**config.mk**
```make
export PLATFORM = sky130hd
export DESIGN_NAME = irq_pending_latch_flat
export DESIGN_NICKNAME = d
export VERILOG_FILES = /design/src/rtl/irq_pkg.sv /design/src/rtl/irq_pending_latch_if.sv /design/src/rtl/irq_sync.sv /design/src/rtl/irq_pending_latch.sv /design/src/flat_wrapper.sv
export SDC_FILE = /design/constraint.sdc
export NUM_CORES = 1
export LEC_CHECK = 0
export CAP_MARGIN = 20
export CORE_ASPECT_RATIO = 1.5
export CORE_MARGIN = 5
export CORE_UTILIZATION = 40
export DETAILED_ROUTE_END_ITERATION = 8
export GPL_ROUTABILITY_DRIVEN = 1
export GPL_TIMING_DRIVEN = 0
export HOLD_SLACK_MARGIN = 0.02
export PLACE_DENSITY = 0.81
export SLEW_MARGIN = 20
export SYNTH_ARGS = -nofsm -noshare
export SYNTH_HDL_FRONTEND = slang
export SYNTH_SLANG_ARGS = --single-unit
```
**constraint.sdc**
```tcl
create_clock -name clk -period 1 [get_ports clk]
set_input_delay 0.2 -clock clk [delete_from_list [all_inputs] [get_ports clk]]
set_output_delay 0.2 -clock clk [all_outputs]
set_load 0.05 [all_outputs]
```
**src/rtl/irq_pkg.sv**
```systemverilog
// Shared widths and types for the interrupt pending latch and its 8:3 encoder.
// IRQ_W must match the encoder input width.
package irq_pkg;

  localparam int IRQ_W     = 8;
  localparam int IRQ_IDX_W = 3;

  typedef logic [IRQ_W-1:0]     irq_vec_t;
  typedef logic [IRQ_IDX_W-1:0] irq_idx_t;

  function automatic irq_vec_t idx_onehot(irq_idx_t idx);
    irq_vec_t v;
    v = '0;
    v[idx] = 1'b1;
    return v;
  endfunction

endpackage

```
**src/rtl/irq_pending_latch_if.sv**
```systemverilog
// Request/pending/acknowledge bundle between request sources, the latch and the encoder.
// Optional IRQ_OVERRUN_EN adds the sticky overrun vector and its clear strobe.
interface irq_pending_latch_if
  import irq_pkg::*;
#(
  parameter int WIDTH = IRQ_W
);

  logic [WIDTH-1:0] irq_in;
  logic [WIDTH-1:0] mask;
  logic             ack;
  irq_idx_t         ack_idx;
  logic [WIDTH-1:0] pend_out;
  logic             pend_valid;
`ifdef IRQ_OVERRUN_EN
  logic [WIDTH-1:0] overrun;
  logic             overrun_clr;

  modport master (
    output irq_in, mask, ack, ack_idx, overrun_clr,
    input  pend_out, pend_valid, overrun
  );

  modport slave (
    input  irq_in, mask, ack, ack_idx, overrun_clr,
    output pend_out, pend_valid, overrun
  );
`else
  modport master (
    output irq_in, mask, ack, ack_idx,
    input  pend_out, pend_valid
  );

  modport slave (
    input  irq_in, mask, ack, ack_idx,
    output pend_out, pend_valid
  );
`endif

endinterface

```
**src/rtl/irq_sync.sv**
```systemverilog
// Single-bit multi-flop synchroniser for an asynchronous request line.
// Latency STAGES clocks; no backpressure.
module irq_sync #(
  parameter int STAGES = 2
) (
  input  logic clk,
  input  logic rst_n,
  input  logic d,
  output logic q
);

  logic [STAGES-1:0] ff;

  always_ff @(posedge clk or negedge rst_n) begin
    if (!rst_n) begin
      ff <= '0;
    end else begin
      ff <= {ff[STAGES-2:0], d};
    end
  end

  assign q = ff[STAGES-1];

endmodule

```
**src/rtl/irq_pending_latch.sv**
```systemverilog
// Synchronises request lines, latches rising-edge events until acked, masks them for the encoder.
// Latency SYNC_STAGES+1 clocks from irq_in to pend_out; no backpressure. Option: IRQ_OVERRUN_EN.
module irq_pending_latch
  import irq_pkg::*;
#(
  parameter int WIDTH       = IRQ_W,
  parameter int SYNC_STAGES = 2,
  parameter int EDGE_MODE   = 1
) (
  input  logic                clk,
  input  logic                rst_n,
  irq_pending_latch_if.slave  bus
);

  logic [WIDTH-1:0] s_q;
  logic [WIDTH-1:0] s_d;
  logic [WIDTH-1:0] rise;
  logic [WIDTH-1:0] ack_clr;
  logic [WIDTH-1:0] pending;
  logic [WIDTH-1:0] pending_n;
  logic [WIDTH-1:0] pend_vis;
  irq_vec_t         ack_oh;

  genvar i;
  generate
    for (i = 0; i < WIDTH; i++) begin : g_sync
      irq_sync #(.STAGES(SYNC_STAGES)) u_sync (
        .clk   (clk),
        .rst_n (rst_n),
        .d     (bus.irq_in[i]),
        .q     (s_q[i])
      );
    end
  endgenerate

  assign rise = s_q & ~s_d;

  // Indices at or above WIDTH fall off the truncated one-hot and are ignored.
  assign ack_oh  = bus.ack ? idx_onehot(bus.ack_idx) : '0;
  assign ack_clr = ack_oh[WIDTH-1:0];

  // Set wins over clear so an event arriving with its own ack is not lost.
  always_comb begin
    pending_n = s_q;
    if (EDGE_MODE != 0) begin
      pending_n = rise | (pending & ~ack_clr);
    end
  end

  always_ff @(posedge clk or negedge rst_n) begin
    if (!rst_n) begin
      s_d     <= '0;
      pending <= '0;
    end else begin
      s_d     <= s_q;
      pending <= pending_n;
    end
  end

  assign pend_vis       = pending & ~bus.mask;
  assign bus.pend_out   = pend_vis;
  assign bus.pend_valid = |pend_vis;

`ifdef IRQ_OVERRUN_EN
  logic [WIDTH-1:0] overrun_q;
  logic [WIDTH-1:0] overrun_set;

  assign overrun_set = (EDGE_MODE != 0) ? (rise & pending & ~ack_clr) : '0;

  always_ff @(posedge clk or negedge rst_n) begin
    if (!rst_n) begin
      overrun_q <= '0;
    end else begin
      overrun_q <= overrun_set | (bus.overrun_clr ? '0 : overrun_q);
    end
  end

  assign bus.overrun = overrun_q;
`endif

endmodule

```
**src/flat_wrapper.sv**
```systemverilog
// flat-port wrapper written by rule: the top's interface ports become plain ports
module irq_pending_latch_flat import irq_pkg::*;
#(
  parameter int WIDTH       = IRQ_W,
  parameter int SYNC_STAGES = 2,
  parameter int EDGE_MODE   = 1
)
  (clk, rst_n, bus_irq_in, bus_mask, bus_ack, bus_ack_idx, bus_pend_out, bus_pend_valid);
  irq_pending_latch_if #(.WIDTH(WIDTH)) bus_i ();
  input  logic clk;
  input  logic rst_n;
  input wire logic [$bits(bus_i.irq_in)-1:0] bus_irq_in;
  input wire logic [$bits(bus_i.mask)-1:0] bus_mask;
  input wire logic [$bits(bus_i.ack)-1:0] bus_ack;
  input wire logic [$bits(bus_i.ack_idx)-1:0] bus_ack_idx;
  output wire logic [$bits(bus_i.pend_out)-1:0] bus_pend_out;
  output wire logic [$bits(bus_i.pend_valid)-1:0] bus_pend_valid;
  assign bus_i.irq_in = bus_irq_in;
  assign bus_i.mask = bus_mask;
  assign bus_i.ack = bus_ack;
  assign bus_i.ack_idx = bus_ack_idx;
  assign bus_pend_out = bus_i.pend_out;
  assign bus_pend_valid = bus_i.pend_valid;
  irq_pending_latch #(.WIDTH(WIDTH), .SYNC_STAGES(SYNC_STAGES), .EDGE_MODE(EDGE_MODE)) u_core (.clk(clk), .rst_n(rst_n), .bus(bus_i));
endmodule
```
Word-level counts from Yosys, hierarchy flattened
Index checks and enable logic that the tools add are counted.

cells by class
  divide/modulo/power cells = 0
  multipliers = 0
  eq/ne operators = 0
  shift-type cells = 0
  order comparisons = 2
  reduce and logical (&&, ||, !) cells = 2
  bitwise gates (word level) = 7
  add/sub/neg operators = 0
  multiplexer cells = 3

operators with widths
  kind                                                         number
  AND 8 bit                                                    3
  NOT 8 bit                                                    3
  two-way mux 8 bit                                            1
  bitwise OR 8 bit                                             1
  OR reduction 8 bit                                           1
  less-than comparator 3 x 4 -> 1 bit (second input constant)  1
  demux 1 bit (select 3 bit)                                   1
  >= comparator 3 x 1 -> 1 bit (second input constant)         1
  logical AND 1 bit                                            1
  two-way mux 1 bit                                            1

word-level totals
  memories kept = 0
  bits in latches = 0
  output and inout bits = 9
  logic and storage cells = 24
  register bits = 32
  input port bits = 22
  ROM bits = 0
  memory bits (writable) = 0

Logic depth before layout (Yosys ltp)
Gate-level depths: netlist of run 1.

  depth after elaboration = 8
  mapped depth = 3
  gate-level depth less buffers = 3

Hierarchy
Synthesis of run 1 repeated with hierarchy kept, for this count alone.

second synthesis, totals
  cells, all modules = 72
  area, all modules = 1,066.0 um2

modules (own cells, without submodules)
  module             cells each  area each (um2)  seq. area each (um2)  times used
  irq_pending_latch  56          665.6            400.4                 1
  irq_sync           2           50.0             50.0                  8

Least setup slack after synthesis of run 1
Ideal clock, no wire load.

  path type = register to output
  start point = reg u_core.pending[1]
  end point = out bus_pend_valid
  data required time = 0.800 ns
  path buffers = 0
  arrival time = 1.569 ns
  cell stages (with the launch flop) = 4
  setup slack = -0.769 ns
  cells stage by stage = dfrtp_1 > nor2b_1 > nor4_2 > nand2_1

between the ends
  word-level cells in the longest chain between the ends = 2

RTL lines
  what                      line                     text
  start: declaration        irq_pending_latch.sv:19  logic [WIDTH-1:0] pending;
  start signal: assignment  irq_pending_latch.sv:56  pending <= pending_n;
  AND 8 bit                 irq_pending_latch.sv:60  assign pend_vis = pending & ~bus.mask;
  via bus_pend_out[1]       flat_wrapper.sv:16       output wire logic [$bits(bus_i.pend_out)-1:0] bus_pend_out;
  OR reduction 8 bit        irq_pending_latch.sv:62  assign bus.pend_valid = |pend_vis;
  end: declaration          flat_wrapper.sv:17       output wire logic [$bits(bus_i.pend_valid)-1:0] bus_pend_valid;

The timed path passes the listed nets, and every way through them passes these cells.

Worst setup path after layout of run 1
  start point = reg u_core.pending[0]
  end point = out bus_pend_valid

between the ends
  word-level cells in the longest chain between the ends = 2

RTL lines
  what                line
  AND 8 bit           irq_pending_latch.sv:60
  OR reduction 8 bit  irq_pending_latch.sv:62

Every way passes these cells.

==> reports/metrics.csv, run 1 <==
stage;metric;value;unit
run_status;status;complete, but fails checks;
run_status;violations;setup timing;
clock_tree;clock-sinks;32;
drt;final_antenna_net_count;0;
finish;register_area;801;sq um
power;totalPowerFinal;2640;uW
global_route;grt_pass1_wl;3280;um
finish;multi_input_area;283;sq um
setup_path;cp-end-kind;primary output;
finish;finalNetCount;139;
sta;worstMarginPinSlew;419;ps
drt;via_per_inst;4.63;
power;power_density;1630;nW/um^2
yosys;syn_inst;72;
placement;gp_congestion;0.689;
placement;place_inst;138;
clock_tree;htree_levels;2;
clock_tree;clk_latency;320;ps
global_route;antenna_found_initial;0;
min_path;hp-class;in2reg;
floorplan;start_util;42.2;%
setup_path;path_cells;nor2b_4 > nor4_4 > nand2_2 > buf_6;
yosys;yosys.area.top_type_share;75.8;%
setup_path;crit_path_top_delay_cell;dfrtp_1;
sta;max_slew_margin;72.1;%
setup_path;worstPathRequired;800;ps
sta;rsz0062_at_grt;true;
sta;period_share;159;%
sta;fin_crit;1590;ps
finish;num_antenna_cells;0;
floorplan;boundaryPins;31;
finish;fill_cells;184;
global_route;grtUsageTotal;12.5;%
yosys;synth.area.top_cells;dfrtp_1 76%, o21ai_0 5.7%, nor2b_4 5.2%;
finish;synthToLayoutAreaGrowth;53.4;%
yosys;synth_area_leader_cell;dfrtp_1;
yosys;yosysWarnings;0;
drt;wirelength;2250;um
drt;detail_route.wl_per_cell;14.6;um
yosys;syn_area;1060;sq um
sta;setup_slack;-588;ps
sta;setup_tns;-2900;ps
run;max_cap_violations;0;
yosys;yosysMostFrequentCell;dfrtp_1;
yosys;synthFlopType;dfrtp_1;
setup_path;cpPeakStageDelay;410;ps
finish;stdcell_count;154;
yosys;synth_cell_type_count;11;
yosys;async_flop_share;100;%
clock_tree;cts.path.max_buffers;2;
global_route;grt.overflow.total;0;
yosys;synth_nets;94;
placement;hpwlAfterDp;1410;um
placement;pre_cts_slack;-1040;ps
sta;skew;10.9;ps
yosys;syn_area_per_cell;14.7;sq um
clock_tree;cts_tree;built;
setup_path;worstSetupPathType;reg2out;
drt;initialDrtViolationCount;13;
clock_tree;clk_pin_slew;90;ps
setup_path;cp-start-kind;flip-flop;
setup_path;critPathMaxFanout;2;
power;leakage;0.000762;uW
global_route;grt_max_degree;33;
placement;port_buffers;30;
sta;whs;277;ps
drt;drc;0;
floorplan;rows;22;
global_route;grt_pass1_vias;767;
sta;slew_viol_final;0;
sta;max_freq;630;MHz
setup_path;cp_top_family;simple AND/OR/NAND/NOR gates;
floorplan;die_area;3790;sq um
setup_path;crit_arrival;1390;ps
clock_tree;cts_made_buffers;5;
floorplan;die_y;72.9;um
floorplan;core;2500;sq um
clock_tree;cts-root-buf;clkbuf_4;
drt;vias;713;
yosys;ys_ff_latch;32;
drt;drtPass1Iterations;4;
power;peakVddDrop;0.00107;V
floorplan;fp.dieW;52.0;um
yosys;synth_common_cells;32 x dfrtp_1, 12 x o21ai_0, 8 x inv_1, 4 x nor2b_1, 4 x nor2b_4;
yosys;synth_edf_count;0;
sta;hold_viol;0;
setup_path;crit_buf_inv;1;
yosys;synth_seq_area_share;75.8;%
sta;finalSetupViolCount;9;
finish;drive_above_1_share;30.5;%
-- state kept, by name, summed over array words and instances, names as in the netlist --
name	count
u_core.pending	8
u_core.s_d	8
u_core.g_sync.u_sync.ff	16
-- worst min-delay path: cells and delay by family --
family,cells,cell delay (ps)
buf+inv,1,190
compound gates,2,180
-- cell usage in the layout, fill, tap and decap left out --
cell             instances
nand2b_1                 2
nand2_1                  2
buf_4                    6
clkbuf_4                 6
clkdlybuf4s50_1         18
buf_6                    4
nor4_4                   2
nand2b_4                 1
nor2b_4                  8
dfrtp_1                 32
o31ai_2                  1
inv_1                    8
o21ai_1                  5
dlygate4sd3_1            1
clkbuf_8                 1
nand2_2                  1
clkbuf_1                 2
o31ai_1                  1
o21ai_0                  9
dlymetal6s2s_1           2
buf_8                    6
-- through the flow --
step / instance area (sq um) / util, %
2_1_floorplan: 1090 / -
6_report: 1620 / 64.7
4_1_cts: 1560 / 62.1
3_5_place_dp: 1430 / 57.0
5_1_grt: 1620 / 64.7
3_3_place_gp: 1430 / 57.2
-- repair_timing --
item / in CTS / in global routing
gates cloned: 0 / 0
endpoints found under the setup margin: 9 / 47
hold endpoints to repair: 32 / 0
pin swaps: 1 / 1
resized for setup: 66 / 13
buffers inserted: 4 / 3
hold buffers: 1 / 0
-- layer usage --
layer	GRT usage [%]	vias up	share of wire, %
met2	22.2	37	54
li1	-	323	-
met5	0	-	0
met1	11.5	345	34
met4	7.00	0	2.9
met3	5.52	8	8.3
-- worst paths after layout --
| path | slack [ps] | startpoint | depth (start not counted) | to |
|---|---|---|---|---|
| max in group asynchronous | 320 | rst_n | 2 | u_core.g_sync[2].u_sync.ff[0] |
| setup reg to reg | 30 | u_core.pending[7] | 4 | u_core.pending[7] |
| hold reg to reg | 350 | u_core.g_sync[0].u_sync.ff[0] | 0 | u_core.g_sync[0].u_sync.ff[1] |
| hold / removal | 280 | bus_ack_idx[2] | 3 | u_core.pending[1] |
| min in group asynchronous | 380 | rst_n | 2 | u_core.pending[7] |
| setup / recovery | -590 | u_core.pending[0] | 4 | bus_pend_valid |
-- where the power goes --
group / internal (uW) / switching, uW
Sequential: 1370 / 34.8
Clock: 347 / 388
Combinational: 250 / 251
-- layout make-up --
class,count,area share [%]
repair buffers,38,24.9
multi-input cells,32,17.5
inverters,8,1.85
clock buffers,8,3.63
flip-flops and latches,32,49.4
well taps,36,2.78
-- cells by family (layout without fill, tap and decap cells) --
kind of cell / after synthesis / after routing / synth area share (%)
AO/OA/AOI/OAI: 16 / 16 / 8.53
flip-flops: 32 / 32 / 75.8
buffers and inverters: 8 / 54 / 2.84
AND/OR/NAND/NOR: 16 / 16 / 12.8
Note: power is estimated with default switching activity, not from simulation.
==> run 2: changes to the inputs <==
- PLACE_DENSITY: 0.81 -> 0.69
==> run 2 against run 1 <==
  * Highest routed layer unchanged
  * Clock-buffer cell count did not move
  * Setup slack improved by 22 ps
  * Combinational power fell by 11%
  * Via count fell by 7.9%
  * Cell area fell by 3.7%
  * Sequential share of layout area rose by 1.9 points
  * Maximum frequency rose by 1.4%
  * Cell count fell by 2.6%
  * The flow still finishes with violations (setup timing)
  * Total power fell by 2.8%
  * Sequential cell count did not move
  * Largest cell class unchanged
==> reports/metrics.csv, run 2 (synthesis gave the netlist of run 1 again) <==
stage;metric;value;unit;change
clock_tree;cts.path.max_buffers;2;;unchanged
global_route;grt_pass1_wl;3190;um;was 3280 um
clock_tree;clk_latency;320;ps;about the same
floorplan;core;2500;sq um;unchanged
finish;num_antenna_cells;0;;unchanged
sta;finalSetupViolCount;9;;unchanged
finish;layout_common_cells;32 x dfrtp_1, 18 x clkdlybuf4s50_1, 12 x o21ai_0, 8 x inv_1, 8 x nor2b_4;;was 32 x dfrtp_1, 18 x clkdlybuf4s50_1, 9 x o21ai_0, 8 x inv_1, 8 x nor2b_4
finish;largest-register;u_core.g_sync.u_sync.ff;;unchanged
sta;hold_viol;0;;unchanged
floorplan;die_area;3790;sq um;unchanged
setup_path;critPathMaxFanout;2;;unchanged
sta;period_share;157;%;was 159%
clock_tree;cts_made_buffers;5;;unchanged
floorplan;die_y;72.9;um;unchanged
placement;place_area;1430;sq um;unchanged
global_route;grt.overflow.total;0;;unchanged
finish;largest_register_ffs;16;;unchanged
run_status;status;complete, but fails checks;;unchanged
finish;layout_commonest_cell;dfrtp_1;;unchanged
clock_tree;clk_pin_slew;90;ps;about the same
power;intPower;1930;uW;was 1970 uW
finish;register_area;801;sq um;unchanged
drt;final_antenna_net_count;0;;unchanged
setup_path;reg2regPathDepth;3;;was 4
sta;skew;4.70;ps;was 10.9 ps
drt;initialDrtViolationCount;9;;was 13
floorplan;start_util;42.2;%;unchanged
min_path;hp-class;in2reg;;unchanged
power;p_comb_share;17.3;%;was 19.0%
setup_path;cp-start-kind;flip-flop;;unchanged
setup_path;worstPathRequired;800;ps;about the same
global_route;antenna_found_initial;0;;unchanged
power;power_density;1640;nW/um^2;was 1630 nW/um^2
min_path;hold-path-endpoint;u_core.pending[0];;was u_core.pending[1]
finish;final_util;62.3;%;was 64.7%
power;seq_power_share;54.6;%;was 53.2%
global_route;grtUsageTotal;11.8;%;was 12.5%
floorplan;fp.dieW;52.0;um;unchanged
placement;port_buffers;30;;unchanged
finish;multi_input_area;267;sq um;was 283 sq um
finish;fill_cells;206;;was 184
finish;drive_above_1_share;27.2;%;was 30.5%
clock_tree;cts_tree;built;;unchanged
sta;max_freq;639;MHz;was 630 MHz
finish;synthToLayoutAreaGrowth;47.7;%;was 53.4%
finish;final_cell_area;1560;sq um;was 1620 sq um
finish;largest_registers;u_core.g_sync.u_sync.ff x16, u_core.pending x8, u_core.s_d x8;;unchanged
drt;via_per_inst;4.38;;was 4.63
power;clockPowerShare;28.1;%;was 27.8%
min_path;min_path_cells;3;;unchanged
sta;worstMarginPinSlew;408;ps;was 419 ps
finish;finalNetCount;135;;was 139
drt;drtPass1Iterations;3;;was 4
setup_path;r2r-start;u_core.pending[0];;was u_core.pending[7]
placement;gp_congestion;0.720;;was 0.689
power;peakVddDrop;0.00101;V;was 0.00107 V
run;max_cap_violations;0;;unchanged
placement;hpwlAfterDp;1330;um;was 1410 um
clock_tree;cts-root-buf;clkbuf_4;;unchanged
global_route;grt_pass1_vias;701;;was 767
sta;max_slew_margin;72.8;%;was 72.1%
power;totalPowerFinal;2570;uW;was 2640 uW
setup_path;reg2reg_setup_slack;240;ps;was 30 ps
min_path;holdCritStartpoint;bus_ack_idx[1];;was bus_ack_idx[2]
setup_path;worstSetupPathType;reg2out;;unchanged
setup_path;crit_arrival;1370;ps;was 1390 ps
drt;detail_route.wl_per_cell;12.0;um;was 14.6 um
sta;rsz0062_at_grt;true;;unchanged
sta;whs;252;ps;was 277 ps
run_status;violations;setup timing;;unchanged
setup_path;r2r_end;u_core.pending[0];;was u_core.pending[7]
setup_path;cp-end-kind;primary output;;unchanged
drt;vias;657;;was 713
clock_tree;clock-sinks;32;;unchanged
floorplan;rows;22;;unchanged
power;leakage;0.000733;uW;was 0.000762 uW
power;switching_share;24.6;%;was 25.5%
clock_tree;htree_levels;2;;unchanged
power;p_sw;631;uW;was 674 uW
sta;setup_tns;-2560;ps;was -2900 ps
drt;drc;0;;unchanged
drt;wirelength;1800;um;was 2250 um
sta;setup_slack;-566;ps;was -588 ps
sta;fin_crit;1570;ps;was 1590 ps
floorplan;boundaryPins;31;;unchanged
sta;slew_viol_final;0;;unchanged
global_route;grt_max_degree;33;;unchanged
==> run 2: cell types whose count changed in the layout (fill, tap and decap cells not counted), moves of 3 or more <==
| cell | delta |
|---|---|
| buf_4 | -5 |
| buf_8 | -3 |
| o21ai_1 | -3 |
| buf_6 | +3 |
| o21ai_0 | +3 |
==> run 2: worst max-delay path by stage <==
stage / startpoint / end / slack, ps / depth (start not counted)
6_report: u_core.pending[2] / bus_pend_valid / -570 / 4
2_1_floorplan: u_core.pending[7] / bus_pend_valid / -250 / 3
5_1_grt: u_core.pending[2] / bus_pend_valid / -660 / 4
3_5_place_dp: bus_mask[3] / bus_pend_valid / -1030 / 5
4_1_cts: u_core.pending[2] / bus_pend_valid / -590 / 4
3_3_place_gp: bus_mask[7] / bus_pend_valid / -1040 / 5
==> run 2: cell type report <==
type / count / area share (%)
Inverter: 8 / 1.92
Timing Repair Buffer: 34 / 23.0
Sequential cell: 32 / 51.3
Tap cell: 36 / 2.89
Clock buffer: 8 / 3.77
Multi-Input combinational cell: 32 / 17.1
==> run 2: per-layer routing <==
metal,global-route usage (%),vias to the layer above,part of all wire (%)
met5,0,-,0
met3,5.93,2,9.7
met4,7.00,0,0.83
met2,18.9,32,52
met1,12.2,307,37
li1,-,316,-
==> run 2: stage by stage <==
stage / instances / setup slack (ps)
after floorplan: 72 / -246
after global placement: 138 / -1040
after detailed placement: 138 / -1030
after CTS: 148 / -591
after global routing: 150 / -658
final: 150 / -566
==> run 2: critical path, cell delays in order, from the launching register on <==
cell	delay (ps)
dfrtp_1	400
nor2b_4	140
nor4_2	280
nand2_2	80
buf_6	160
==> run 2: what timing repair did <==
action,CTS,global route
endpoints found under the hold margin,32,0
gates resized for setup,63,7
endpoints found under the setup margin,9,45
pin swaps,1,0
hold buffers,1,0
setup buffers,1,2
cloned,0,0
==> run 2: power by group through the flow <==
stage,Clock (uW),Sequential [uW],Combinational (uW)
after floorplan,0,1420,213
after global placement,0,1420,391
after detailed placement,0,1430,399
after CTS,766,1400,429
after global routing,832,1410,475
final,721,1400,444
==> run 3: changes to the inputs <==
- CAP_MARGIN: 20 -> 15
==> results of run 3 <==
The final DEF is identical to that of run 2; final timing and power are the same.
